===== config.mk =====
export PLATFORM = sky130hd
export DESIGN_NAME = fetch_pc_stage
export DESIGN_NICKNAME = d
export VERILOG_FILES = /design/src/rtl/core_pkg.sv /design/src/rtl/fetch_timeout_ctr.sv /design/src/rtl/fetch_pc_stage.sv
export SDC_FILE = /design/constraint.sdc
export NUM_CORES = 1
export LEC_CHECK = 0
export ABC_AREA = 0
export BUFFER_PORTS_ARGS = -buffer_cell sky130_fd_sc_hd__buf_2
export CORE_MARGIN = 1
export CORE_UTILIZATION = 50
export DETAILED_ROUTE_END_ITERATION = 12
export PLACE_DENSITY = 0.88
export SETUP_SLACK_MARGIN = 0.1
export SLEW_MARGIN = 20
export SYNTH_ARGS = -nofsm -noshare
export SYNTH_HDL_FRONTEND = slang
export SYNTH_HIERARCHICAL = 1
export SYNTH_SLANG_ARGS = --single-unit

===== constraint.sdc =====
create_clock -name clk -period 3.3 [get_ports clk]
set_input_delay 0.165 -clock clk [delete_from_list [all_inputs] [get_ports clk]]
set_output_delay 0.165 -clock clk [all_outputs]
set_load 0.005 [all_outputs]

===== src/rtl/core_pkg.sv =====
// Shared core types: fetch FSM states, datapath width, PC alignment helper.
// Latency: n/a (types and constants only).
// Backpressure: n/a.
package core_pkg;

    localparam int XLEN = 32;
    localparam logic [XLEN-1:0] PC_ALIGN_MASK = 32'hFFFF_FFFC;

    typedef enum logic [1:0] {
        FETCH = 2'd0,
        WAIT  = 2'd1,
        HOLD  = 2'd2,
        ERROR = 2'd3
    } fetch_state_t;

    // Instructions are word aligned; clears the two byte-offset bits.
    function automatic logic [XLEN-1:0] align_pc(input logic [XLEN-1:0] addr);
        return addr & PC_ALIGN_MASK;
    endfunction

endpackage


===== src/rtl/fetch_timeout_ctr.sv =====
// Counts cycles spent waiting on instruction memory; flags expiry at TIMEOUT_CYC.
// Latency: expire_o is combinational from the registered count and en_i.
// Backpressure: none; clr_i wins over en_i, count saturates at 8'hFF.
// Ports: clk/rst_n clock and async reset; clr_i zero the count; en_i count this
//        cycle; expire_o high in the TIMEOUT_CYC-th enabled cycle and beyond.
module fetch_timeout_ctr #(
    parameter int unsigned TIMEOUT_CYC = 16
) (
    input  logic clk,
    input  logic rst_n,
    input  logic clr_i,
    input  logic en_i,
    output logic expire_o
);

    // The count holds the number of enabled cycles already completed, so the
    // cycle that would bring it to TIMEOUT_CYC is the expiring one.
    localparam logic [7:0] LAST_CNT = 8'(TIMEOUT_CYC - 1);

    logic [7:0] cnt_q;
    logic [7:0] cnt_d;

    always_comb begin
        cnt_d = cnt_q;
        if (clr_i) begin
            cnt_d = 8'd0;
        end else if (en_i && (cnt_q != 8'hFF)) begin
            cnt_d = cnt_q + 8'd1;
        end
    end

    always_ff @(posedge clk or negedge rst_n) begin
        if (!rst_n) begin
            cnt_q <= 8'd0;
        end else begin
            cnt_q <= cnt_d;
        end
    end

    // ">=" rather than "==": a branch can hold the FSM in WAIT past the
    // expiring cycle, and the timeout must still fire on the next one.
    assign expire_o = en_i && (cnt_q >= LAST_CNT);

endmodule


===== src/rtl/fetch_pc_stage.sv =====
// PC register and single-outstanding instruction fetch, handing words to decode.
// Latency: acceptance at N -> request N+1 -> rvalid >= N+2 -> if_valid_o >= N+3.
// Backpressure: holds the fetched word until if_ready_i && !stall_i; branches override.
// Ports: clk/rst_n; pc_o/pc_plus4_i to/from the external PC adder; branch_taken_i/
//        branch_target_i redirect; stall_i hazard stall; imem_* instruction memory
//        read port; if_* valid/ready handshake to decode; fetch_err_o sticky timeout.
module fetch_pc_stage
    import core_pkg::*;
#(
    parameter logic [31:0] RESET_PC    = 32'h0000_0000,
    parameter int unsigned TIMEOUT_CYC = 16
) (
    input  logic            clk,
    input  logic            rst_n,
    output logic [XLEN-1:0] pc_o,
    input  logic [XLEN-1:0] pc_plus4_i,
    input  logic            branch_taken_i,
    input  logic [XLEN-1:0] branch_target_i,
    input  logic            stall_i,
    output logic            imem_req_o,
    output logic [XLEN-1:0] imem_addr_o,
    input  logic            imem_rvalid_i,
    input  logic [XLEN-1:0] imem_rdata_i,
    output logic            if_valid_o,
    input  logic            if_ready_i,
    output logic [XLEN-1:0] if_instr_o,
    output logic [XLEN-1:0] if_pc_o,
    output logic            fetch_err_o
);

    fetch_state_t    state_q, state_d;
    logic [XLEN-1:0] pc_q, pc_d;
    logic [XLEN-1:0] instr_q, instr_d;
    logic [XLEN-1:0] if_pc_q, if_pc_d;
    logic            valid_q, valid_d;
    logic            err_q, err_d;
    logic            flush_q, flush_d;

    logic            req;
    logic            accept;
    logic            expire;
    logic [XLEN-1:0] br_tgt;

    // rst_n gates the request so nothing is issued while reset is held, even
    // though the FSM already sits in FETCH.
    assign req    = rst_n && (state_q == FETCH) && !branch_taken_i;
    assign accept = if_ready_i && !stall_i;
    assign br_tgt = align_pc(branch_target_i);

    fetch_timeout_ctr #(
        .TIMEOUT_CYC (TIMEOUT_CYC)
    ) u_timeout (
        .clk      (clk),
        .rst_n    (rst_n),
        .clr_i    (req),
        .en_i     (state_q == WAIT),
        .expire_o (expire)
    );

    always_comb begin
        state_d = state_q;
        pc_d    = pc_q;
        instr_d = instr_q;
        if_pc_d = if_pc_q;
        valid_d = valid_q;
        err_d   = err_q;
        flush_d = flush_q;

        case (state_q)
            FETCH: begin
                if (branch_taken_i) begin
                    pc_d = br_tgt;
                end else begin
                    state_d = WAIT;
                end
            end

            WAIT: begin
                if (branch_taken_i) begin
                    pc_d    = br_tgt;
                    valid_d = 1'b0;
                    if (imem_rvalid_i) begin
                        // The response for the old PC lands now; nothing stale remains.
                        flush_d = 1'b0;
                        state_d = FETCH;
                    end else begin
                        // One request is outstanding at most, so one discard
                        // covers any number of back-to-back branches.
                        flush_d = 1'b1;
                    end
                end else if (imem_rvalid_i) begin
                    if (flush_q) begin
                        flush_d = 1'b0;
                        state_d = FETCH;
                    end else begin
                        instr_d = imem_rdata_i;
                        if_pc_d = pc_q;
                        valid_d = 1'b1;
                        state_d = HOLD;
                    end
                end else if (expire) begin
                    err_d   = 1'b1;
                    state_d = ERROR;
                end
            end

            HOLD: begin
                if (branch_taken_i) begin
                    pc_d    = br_tgt;
                    valid_d = 1'b0;
                    state_d = FETCH;
                end else if (accept) begin
                    // Wraps modulo 2^32 in the external adder.
                    pc_d    = pc_plus4_i;
                    valid_d = 1'b0;
                    state_d = FETCH;
                end
            end

            ERROR: begin
                valid_d = 1'b0;
                err_d   = 1'b1;
            end

            default: begin
                state_d = FETCH;
            end
        endcase
    end

    always_ff @(posedge clk or negedge rst_n) begin
        if (!rst_n) begin
            state_q <= FETCH;
            pc_q    <= RESET_PC;
            instr_q <= '0;
            if_pc_q <= '0;
            valid_q <= 1'b0;
            err_q   <= 1'b0;
            flush_q <= 1'b0;
        end else begin
            state_q <= state_d;
            pc_q    <= pc_d;
            instr_q <= instr_d;
            if_pc_q <= if_pc_d;
            valid_q <= valid_d;
            err_q   <= err_d;
            flush_q <= flush_d;
        end
    end

    assign pc_o        = pc_q;
    assign imem_addr_o = pc_q;
    assign imem_req_o  = req;
    assign if_valid_o  = valid_q;
    assign if_instr_o  = instr_q;
    assign if_pc_o     = if_pc_q;
    assign fetch_err_o = err_q;

endmodule


==> flow_metrics.env, run 1 <==
export IMPL_gp_congestion=0.8193
export IMPL_max_stage_delay_ns=0.48
export IMPL_utilization=0.6534
export IMPL_dieArea_sq_um=10380
export IMPL_synthAdderAreaFrac=0.01755
export IMPL_yosys_area_top_type="dfrtp_1"
export IMPL_grt_ovfl_total=0
export IMPL_cts_made_buffers=9
export IMPL_fin_nets=751
export IMPL_fin_crit_sh=0.6818
export IMPL_synth_seq_cells=109
export IMPL_yosys_mux_area_fraction=0.1537
export IMPL_initial_core_util=0.5129
export IMPL_power_density_nw_per_um2=844.7
export IMPL_ys_top_cells_by_area="dfrtp_1, mux2_2, buf_4, nand2_1, a31oi_1"
export IMPL_syn_area_sq_um=4990
export IMPL_seq_area_frac_synth=0.5466
export IMPL_synth_edf_count=0
export IMPL_final_setup_tns_ns=0
export IMPL_yosysTopAreaCellShare=0.5466
export IMPL_viasPerCell=5.264
export IMPL_critPathRequiredTime_ns=3.56
export IMPL_synth_top_family_by_area="multiplexers"
export IMPL_crit_path_start="state_q[1]"
export IMPL_drive_above_1_share=0.5039
export IMPL_synth_simple_area_share=0.1166
export IMPL_drt_iter0_markers=176
export IMPL_postCtsSetupBuffers=0
export IMPL_port_buffers=230
export IMPL_regToRegStartpoint="state_q[1]"
export IMPL_die_w_um=101.9
export IMPL_synth_commonest_cells="dfrtp_1, mux2_2, nand2_1"
export IMPL_critPathSlowestCell="dfrtp_1"
export IMPL_p_leak_nw=3.084
export IMPL_vias=4106
export IMPL_grt_pass1_wl_mm=18.86
export IMPL_skew_ns=0.01323
export IMPL_status="finished clean"
export IMPL_worstSetupStartpointType="flip-flop"
export IMPL_hold_violations=0
export IMPL_r2r_slack_ns=1.05
export IMPL_hold_class="in -> reg"
export IMPL_syn_avg_cell_area_sq_um=11.50
export IMPL_ys_warnings_count=6
export IMPL_path_cells="inv_1 -> ha_1 -> inv_1 -> a21oi_1 -> nand2b_1 -> a21oi_1 -> nor2_1 -> mux2_2"
export IMPL_path_class="reg -> reg"
export IMPL_tritoncts="done"
export IMPL_final_setup_viol_count=0
export IMPL_ys_flop_type="dfrtp_1"
export IMPL_path_max_fanout=12
export IMPL_synth_cell_types=42
export IMPL_hpwlAfterDp_mm=8.664
export IMPL_synth_most_common_cell="dfrtp_1"
export IMPL_fp_coreArea_sq_um=9729
export IMPL_grt_start_max_net_pins=65
export IMPL_synth_xor_area_frac=0
export IMPL_cts_resized=0
export IMPL_diodes=0
export IMPL_drtPass1Iterations=5
export IMPL_drcViolationCount=0
export IMPL_max_freq_mhz=444.5
export IMPL_grt_usage=0.2393
export IMPL_place_area_sq_um=5981
export IMPL_final_area_sq_um=6357
export IMPL_synth_compound_area_share=0.08074
export IMPL_fillCellCount=745
export IMPL_synth_nets=543
export IMPL_rsz0062_at_grt="no"
export IMPL_die_h_um=101.9
export IMPL_crit_arrival_ns=2.51
export IMPL_worst_slew_pin_slew_ns=0.7301
export IMPL_worstHoldStart="imem_rdata_i[14]"
export IMPL_routedWlPerCell_um=16.21
export IMPL_ir_drop_mv=0.4327
export IMPL_top_level_ports=233
export IMPL_rows=36
export IMPL_ant_nets=0
export IMPL_cts_path_max_buffers=2
export IMPL_relSlewSlack=0.5133
export IMPL_cp_end_kind="flip-flop"
export IMPL_antenna_found_initial=0
export IMPL_clk_latency_ns=0.37
export IMPL_synthArstFlopShare=1.000
export IMPL_clk_pin_slew_ns=0.11
export IMPL_cts_sinks=109
export IMPL_area_growth_pct=27.41
export IMPL_slew_violations=0
export IMPL_min_period_ns=2.250
export IMPL_grt_pass1_vias=3768
export IMPL_routed_wl_mm=12.65
export IMPL_max_cap_viol_count=0
export IMPL_root_buffer="clkbuf_8"
export IMPL_synthCells=434
export IMPL_cts_htree_levels=3
what timing repair did:
item,4_1_cts,5_1_grt
hold buffers,13,5
setup endpoints to repair,0,0
hold endpoints to repair,62,5
sequential cells by signal, summed over array words and instances, names as in the netlist:
register	count
flush_q	1
if_pc_o	32
state_q	2
if_instr_o	32
if_valid_o	1
fetch_err_o	1
u_timeout/cnt_q	8
imem_addr_o	32
final timing paths:
| path | cells after the start | to |
|---|---|---|
| max | 8 | state_q[0] |
| min | 2 | if_instr_o[14] |
| max reg2reg | 8 | state_q[0] |
| min reg2reg | 1 | fetch_err_o |
| max in group asynchronous | 3 | if_pc_o[13] |
| min in group asynchronous | 2 | if_pc_o[29] |
cells by family after synthesis:
kind of cell / after synthesis
AND/OR/NAND/NOR: 131
flip-flops: 109
multiplexers: 68
buffers and inverters: 63
AO/OA/AOI/OAI: 56
adder cells (fa/ha/maj): 7
final cells by class:
class	instances	area (sq um)	share of cell area
sequential	109	2728	0.4290
multi-input combinational	262	1853	0.2915
timing repair buffer	254	1391	0.2189
tap	133	166.4	0.02618
clock buffer	10	137.6	0.02165
clock inverter	6	58.81	0.009250
inverter	6	22.52	0.003543
stage by stage:
stage / setup WS [ns] / hold slack (ns) / cells / power, W
4_1_cts: 1.070 / 0.001706 / 775 / 0.005379
5_1_grt: 0.9161 / 0.001302 / 780 / 0.005786
3_3_place_gp: 1.172 / 0.2307 / 746 / 0.004447
3_5_place_dp: 1.099 / 0.2338 / 746 / 0.004578
6_report: 1.050 / 0.01839 / 780 / 0.005370
2_1_floorplan: 1.319 / -0.1306 / 434 / 0.003743
critical path: cells and delay by family (launching register included):
kind	cells	cell delay, ns
buffers and inverters	2	0.31
AOI/OAI and AO/OA	2	0.23
muxes	1	0.36
DFF	1	0.48
adders and majority gates	1	0.42
and+or+nand+nor	2	0.35
report_power, final:
part / leakage [nW] / switching, W / internal [W]
clock network: 0.101 / 0.000473 / 0.000310
registers: 1.28 / 0.000489 / 0.00196
logic: 1.70 / 0.000968 / 0.00117
total: 3.08 / 0.00193 / 0.00344
routing by layer:
metal  vias up  share of wire  GRT usage
met2       177           0.53     0.4111
met4         0          0.021    0.09890
met5         -              0          0
li1       1888              -          -
met3        24          0.057    0.05951
met1      2017           0.39     0.2886
layout by cell type, fill, tap and decap left out, types with 2 or more instances in the layout:
master / Yosys / layout
nor2_1: 38 / 38
a31oi_1: 32 / 32
nand4b_1: 2 / 2
buf_2: 5 / 229
nor3_1: 3 / 3
a21oi_1: 9 / 9
and4_1: 2 / 2
dlygate4sd3_1: 0 / 18
nand2b_1: 6 / 6
clkinv_4: 0 / 3
buf_4: 40 / 6
inv_1: 6 / 6
ha_1: 7 / 7
mux2_2: 65 / 65
nand2_1: 64 / 64
mux2i_1: 2 / 2
clkbuf_8: 0 / 10
dfrtp_1: 109 / 109
nand3_1: 5 / 5
o21ai_0: 3 / 3
Note: power is estimated with default switching activity, not from simulation.
==> inputs of run 2 (changes only) <==
--- a/config.mk
+++ b/config.mk
@@ -8,9 +8,9 @@
 export ABC_AREA = 0
 export BUFFER_PORTS_ARGS = -buffer_cell sky130_fd_sc_hd__buf_2
 export CORE_MARGIN = 1
-export CORE_UTILIZATION = 50
+export CORE_UTILIZATION = 47
 export DETAILED_ROUTE_END_ITERATION = 12
-export PLACE_DENSITY = 0.88
+export PLACE_DENSITY = 0.84
 export SETUP_SLACK_MARGIN = 0.1
 export SLEW_MARGIN = 20
 export SYNTH_ARGS = -nofsm -noshare
==> constraint.sdc (replaced) <==
create_clock -name clk -period 2.3 [get_ports clk]
set_input_delay 0.115 -clock clk [delete_from_list [all_inputs] [get_ports clk]]
set_output_delay 0.115 -clock clk [all_outputs]
set_load 0.005 [all_outputs]
==> run 2 against run 1 <==
  * Via count is 8.5% higher
  * Routed wire length is 8.4% higher
  * Global-route usage is 1.9 points higher
  * Flip-flop and latch count stayed put
  * Utilization is 3.6 points higher
  * Clock skew is 0.0042 ns lower
  * Worst hold slack better by 0.0025 ns
  * Critical path type unchanged
  * Largest cell class unchanged
  * Highest routed layer unchanged
==> flow_metrics.env, run 2 (same netlist as run 1, synthesis figures left out) <==
export IMPL_cts_made_buffers=9
export IMPL_path_cells="ha_1 -> inv_1 -> nor4b_4 -> buf_12 -> mux2_2"
export IMPL_path_max_fanout=44
export IMPL_dp_cells=753
export IMPL_regArea_sq_um=2728
export IMPL_stdcell_count=857
export IMPL_routedWlPerCell_um=16.00
export IMPL_hold_class="in -> reg"
export IMPL_area_growth_pct=42.68
export IMPL_power_density_nw_per_um2=1111
export IMPL_rows=37
export IMPL_ir_drop_mv=0.7240
export IMPL_slew_violations=0
export IMPL_multi_input_area_sq_um=1862
export IMPL_diodes=0
export IMPL_worst_path_stages=5
export IMPL_grt_ovfl_total=0
export IMPL_drcViolationCount=0
export IMPL_max_freq_mhz=482.3
export IMPL_min_period_ns=2.073
export IMPL_cpLargestDelayFamily="flip-flops"
export IMPL_worst_slew_pin_slew_ns=0.6456
export IMPL_hold_violations=0
export IMPL_ant_nets=0
export IMPL_die_w_um=105.0
export IMPL_cts_path_max_buffers=2
export IMPL_relSlewSlack=0.5696
export IMPL_vias=4453
export IMPL_port_buffers=230
export IMPL_grt_pass1_vias=4560
export IMPL_regToRegStartpoint="state_q[0]"
export IMPL_grt_pass1_wl_mm=22.20
export IMPL_fp_coreArea_sq_um=10320
export IMPL_viasPerCell=5.196
export IMPL_cp_end_kind="flip-flop"
export IMPL_max_cap_viol_count=0
export IMPL_cts_sinks=109
export IMPL_worstSetupStartpointType="flip-flop"
export IMPL_whs_ns=0.02094
export IMPL_path_buf_inv=2
export IMPL_grt_usage=0.2585
export IMPL_hpwlAfterDp_mm=8.536
export IMPL_crit_arrival_ns=2.32
export IMPL_path_class="reg -> reg"
export IMPL_postCtsSetupBuffers=0
export IMPL_rsz0062_at_grt="no"
export IMPL_drive_above_1_share=0.4563
export IMPL_p_leak_nw=3.411
export IMPL_root_buffer="clkbuf_8"
export IMPL_critPathRequiredTime_ns=2.55
export IMPL_r2r_end="if_pc_o[7]"
export IMPL_antenna_found_initial=0
export IMPL_final_cell_mix="buf_2, dfrtp_1, dlygate4sd3_1"
export IMPL_reg2regPathDepth=5
export IMPL_status="finished clean"
export IMPL_clk_latency_ns=0.36
export IMPL_max_stage_delay_ns=0.52
export IMPL_drtPass1Iterations=5
export IMPL_clk_pin_slew_ns=0.09
export IMPL_top_level_ports=233
export IMPL_final_setup_viol_count=0
export IMPL_tritoncts="done"
export IMPL_r2r_slack_ns=0.23
export IMPL_final_setup_tns_ns=0
export IMPL_skew_ns=0.009055
export IMPL_die_h_um=105.0
export IMPL_initial_core_util=0.4833
export IMPL_drt_iter0_markers=355
export IMPL_final_common_cell="buf_2"
export IMPL_dieArea_sq_um=11030
export IMPL_fin_nets=825
export IMPL_routed_wl_mm=13.71
export IMPL_critPathSlowestCell="dfrtp_1"
export IMPL_grt_start_max_net_pins=65
export IMPL_cts_htree_levels=3
export IMPL_fin_crit_sh=0.9015
export IMPL_timing_critical_path_to="if_pc_o[7]"
export IMPL_crit_path_start="state_q[0]"
export IMPL_fillCellCount=712
export IMPL_gp_congestion=0.7949
export IMPL_power_w=0.007909
run 2: worst min-delay path: cells and delay by family:
| family | cells | cell delay [ns] |
|---|---|---|
| compound gates | 1 | 0.09 |
| simple gates | 1 | 0.05 |
| buf+inv | 1 | 0.10 |
run 2: how the worst min path moves through the flow:
stage | from | to | slack (ns) | cells after the start
6_report | pc_plus4_i[5] | imem_addr_o[5] | 0.02 | 3
5_1_grt | branch_target_i[16] | imem_addr_o[16] | 0.003 | 3
4_1_cts | pc_plus4_i[16] | imem_addr_o[16] | 0.0009 | 3
3_5_place_dp | rst_n | if_valid_o | -0.006 | 1
3_3_place_gp | rst_n | imem_addr_o[28] | -0.007 | 1
2_1_floorplan | rst_n | fetch_err_o | -0.18 | 0
run 2: timing repair:
item / CTS / global route
hold endpoints to repair: 77 / 0
resized for setup: 0 / 2
hold buffers: 88 / 0
endpoints found under the setup margin: 0 / 43
run 2: routing by layer:
| layer | wire (um) | track usage |
|---|---|---|
| met3 | 708 | 0.03930 |
| met5 | 0 | 0 |
| met2 | 7356 | 0.4787 |
| met1 | 5148 | 0.2870 |
| met4 | 496 | 0.1288 |
run 2: area by class of cell:
class,instances,area share
multi-input combinational,262,0.2615
sequential,109,0.3831
clock inverter,5,0.008084
tap,136,0.02390
inverter,6,0.003163
clock buffer,11,0.01986
timing repair buffer,328,0.3004
run 2: through the flow:
stage / setup slack [ns] / area (sq um) / util
6_report: 0.2266 / 7119 / 0.6896
5_1_grt: 0.1009 / 7119 / 0.6896
4_1_cts: 0.1351 / 7107 / 0.6884
3_5_place_dp: 0.1432 / 6027 / 0.5838
3_3_place_gp: 0.2162 / 6027 / 0.5838
2_1_floorplan: 0.3192 / 4990 / -
run 2: report_power, final:
part | internal, W | total, W | switching, W
Clock | 0.000537 | 0.00116 | 0.000627
Combinational | 0.00179 | 0.00323 | 0.00144
Sequential | 0.00281 | 0.00351 | 0.000702
Total | 0.00514 | 0.00791 | 0.00277
==> inputs of run 3 (changes only) <==
--- a/config.mk
+++ b/config.mk
@@ -6,11 +6,13 @@
 export NUM_CORES = 1
 export LEC_CHECK = 0
 export ABC_AREA = 0
-export BUFFER_PORTS_ARGS = -buffer_cell sky130_fd_sc_hd__buf_2
+export CELL_PAD_IN_SITES_DETAIL_PLACEMENT = 0
+export CELL_PAD_IN_SITES_GLOBAL_PLACEMENT = 2
 export CORE_MARGIN = 1
-export CORE_UTILIZATION = 47
+export CORE_UTILIZATION = 38
 export DETAILED_ROUTE_END_ITERATION = 12
-export PLACE_DENSITY = 0.84
+export DONT_BUFFER_PORTS = 1
+export PLACE_DENSITY = 0.82
 export SETUP_SLACK_MARGIN = 0.1
 export SLEW_MARGIN = 20
 export SYNTH_ARGS = -nofsm -noshare
==> run 3 against run 2 <==
  * Register-to-register slack is essentially flat
  * Clock power grew 39%
  * Utilization shrank 20 points
  * Non-clock buffer count shrank 220
  * Count of clock-buffer cells in the layout grew 2
  * Critical path depth is the same
  * Total power shrank 8.0%
  * The run now ends with hold timing left
  * Worst hold slack lost 0.56 ns
  * Combinational power shrank 43%
==> flow_metrics.env, run 3 (same netlist as run 1, synthesis figures left out) <==
export IMPL_viasPerCell=5.143
export IMPL_max_freq_mhz=483.8
export IMPL_ir_drop_mv=0.5481
export IMPL_drcViolationCount=0
export IMPL_path_class="reg -> reg"
export IMPL_fin_crit_sh=0.8987
export IMPL_met3_length_um=778
export IMPL_dp_cells=560
export IMPL_pwr_share_clk=0.221
export IMPL_power_density_nw_per_um2=1168
export IMPL_path_max_fanout=40
export IMPL_final_setup_tns_ns=0
export IMPL_hold_class="in -> async"
export IMPL_top_level_ports=233
export IMPL_cp_end_kind="flip-flop"
export IMPL_tritoncts="done"
export IMPL_power_frac_comb=0.254
export IMPL_final_setup_viol_count=0
export IMPL_die_h_um=116.6
export IMPL_postCtsSetupBuffers=0
export IMPL_finalWorstSetupSlack_ns=0.2330
export IMPL_initial_core_util=0.3922
export IMPL_p_leak_nw=2.604
export IMPL_worst_slew_pin_slew_ns=0.3982
export IMPL_dieArea_sq_um=13590
export IMPL_routedWlPerCell_um=17.86
export IMPL_wl_met1_mm=4.599
export IMPL_critPathRequiredTime_ns=2.53
export IMPL_stdcell_count=673
export IMPL_root_buffer="clkbuf_16"
export IMPL_power_switching_share=0.3361
export IMPL_power_report_internal_total_w=0.004831
export IMPL_cts_sinks=109
export IMPL_violations="hold timing"
export IMPL_fin_nets=605
export IMPL_gp_congestion=0.7865
export IMPL_die_w_um=116.6
export IMPL_grt_pass1_vias=3641
export IMPL_grt_ovfl_total=0
export IMPL_utilization=0.4898
export IMPL_drive_above_1_share=0.2016
export IMPL_diodes=0
export IMPL_vias=3461
export IMPL_routed_top_layer="met4"
export IMPL_slew_violations=0
export IMPL_cts_htree_levels=3
export IMPL_cts_path_max_buffers=2
export IMPL_crit_arrival_ns=2.30
export IMPL_rsz0062_at_grt="no"
export IMPL_clk_latency_ns=0.35
export IMPL_status="finished with violations"
export IMPL_min_period_ns=2.067
export IMPL_max_cap_viol_count=0
export IMPL_p_seq_frac=0.525
export IMPL_whs_ns=-0.5431
export IMPL_p_sw_w=0.002446
export IMPL_final_common_cell="dfrtp_1"
export IMPL_ctsHoldBuffers=97
export IMPL_relSlewSlack=0.7277
export IMPL_grt_usage=0.1776
export IMPL_final_cell_mix="dfrtp_1, dlygate4sd3_1, mux2_2"
export IMPL_place_ws_ns=0.1230
export IMPL_drt_iter0_markers=141
export IMPL_clk_pin_slew_ns=0.07
export IMPL_ant_nets=0
export IMPL_skew_ns=0.007109
export IMPL_rows=41
export IMPL_hold_violations=109
export IMPL_worstSetupStartpointType="flip-flop"
export IMPL_fp_coreArea_sq_um=12720
export IMPL_routed_wl_mm=12.02
export IMPL_cts_made_buffers=9
export IMPL_grt_pass1_wl_mm=17.95
export IMPL_hpwlAfterDp_mm=7.493
export IMPL_port_buffers=0
export IMPL_wl_met2_mm=6.367
export IMPL_antenna_found_initial=0
export IMPL_drtPass1Iterations=4
export IMPL_area_growth_pct=24.87
export IMPL_grt_start_max_net_pins=111
run 3: critical path, stage by stage, from the launching register on:
cell and delay, ns:
dfrtp_2 0.46, ha_1 0.25, inv_1 0.08, nor4b_2 0.34, bufbuf_16 0.42, mux2_2 0.37
run 3: power by group through the flow:
stage	logic [W]	registers, W	clock network, W
2_1_floorplan	0.00189	0.00348	0
3_3_place_gp	0.00160	0.00382	0
3_5_place_dp	0.00168	0.00386	0
4_1_cts	0.00183	0.00383	0.00166
5_1_grt	0.00205	0.00400	0.00174
6_report	0.00185	0.00382	0.00161
run 3: routing by layer:
layer | track usage | up-vias
li1 | - | 1589
met2 | 0.3274 | 144
met1 | 0.1874 | 1705
met4 | 0.08776 | 0
met3 | 0.04515 | 23
met5 | 0 | -
run 3: what timing repair did:
action | in CTS | in global routing
endpoints found under the setup margin | 0 | 77
endpoints found under the hold margin | 175 | 109
resized for setup | 0 | 6
run 3: metrics by stage:
step	total power (W)	cell area, sq um
finish	0.007277	6231
detailed placement	0.005538	4913
global placement	0.005416	4913
floorplan	0.005370	4990
CTS	0.007312	6197
global route	0.007792	6231
run 3: layout make-up:
| cell class | count | area (sq um) |
|---|---|---|
| flip-flops and latches | 109 | 2729 |
| repair buffers | 108 | 1099 |
| inverters | 6 | 22.52 |
| clock inverters | 3 | 42.54 |
| multi-input cells | 262 | 1853 |
| well taps | 172 | 215.2 |
| fillers | 1146 | 6491 |
| clock buffers | 13 | 270.3 |
run 3: path summary, 6_finish.rpt:
path                                 from                  to  slack (ns)  cells after the start
min in group clk           branch_taken_i          if_valid_o        0.02                      2
hold reg to reg               fetch_err_o         fetch_err_o        0.51                      1
hold / removal                      rst_n  u_timeout/cnt_q[5]       -0.54                      0
setup reg to reg               state_q[0]      if_instr_o[12]        0.23                      5
max in group asynchronous           rst_n         if_pc_o[22]        2.72                      0
setup / recovery               state_q[0]      if_instr_o[12]        0.23                      5
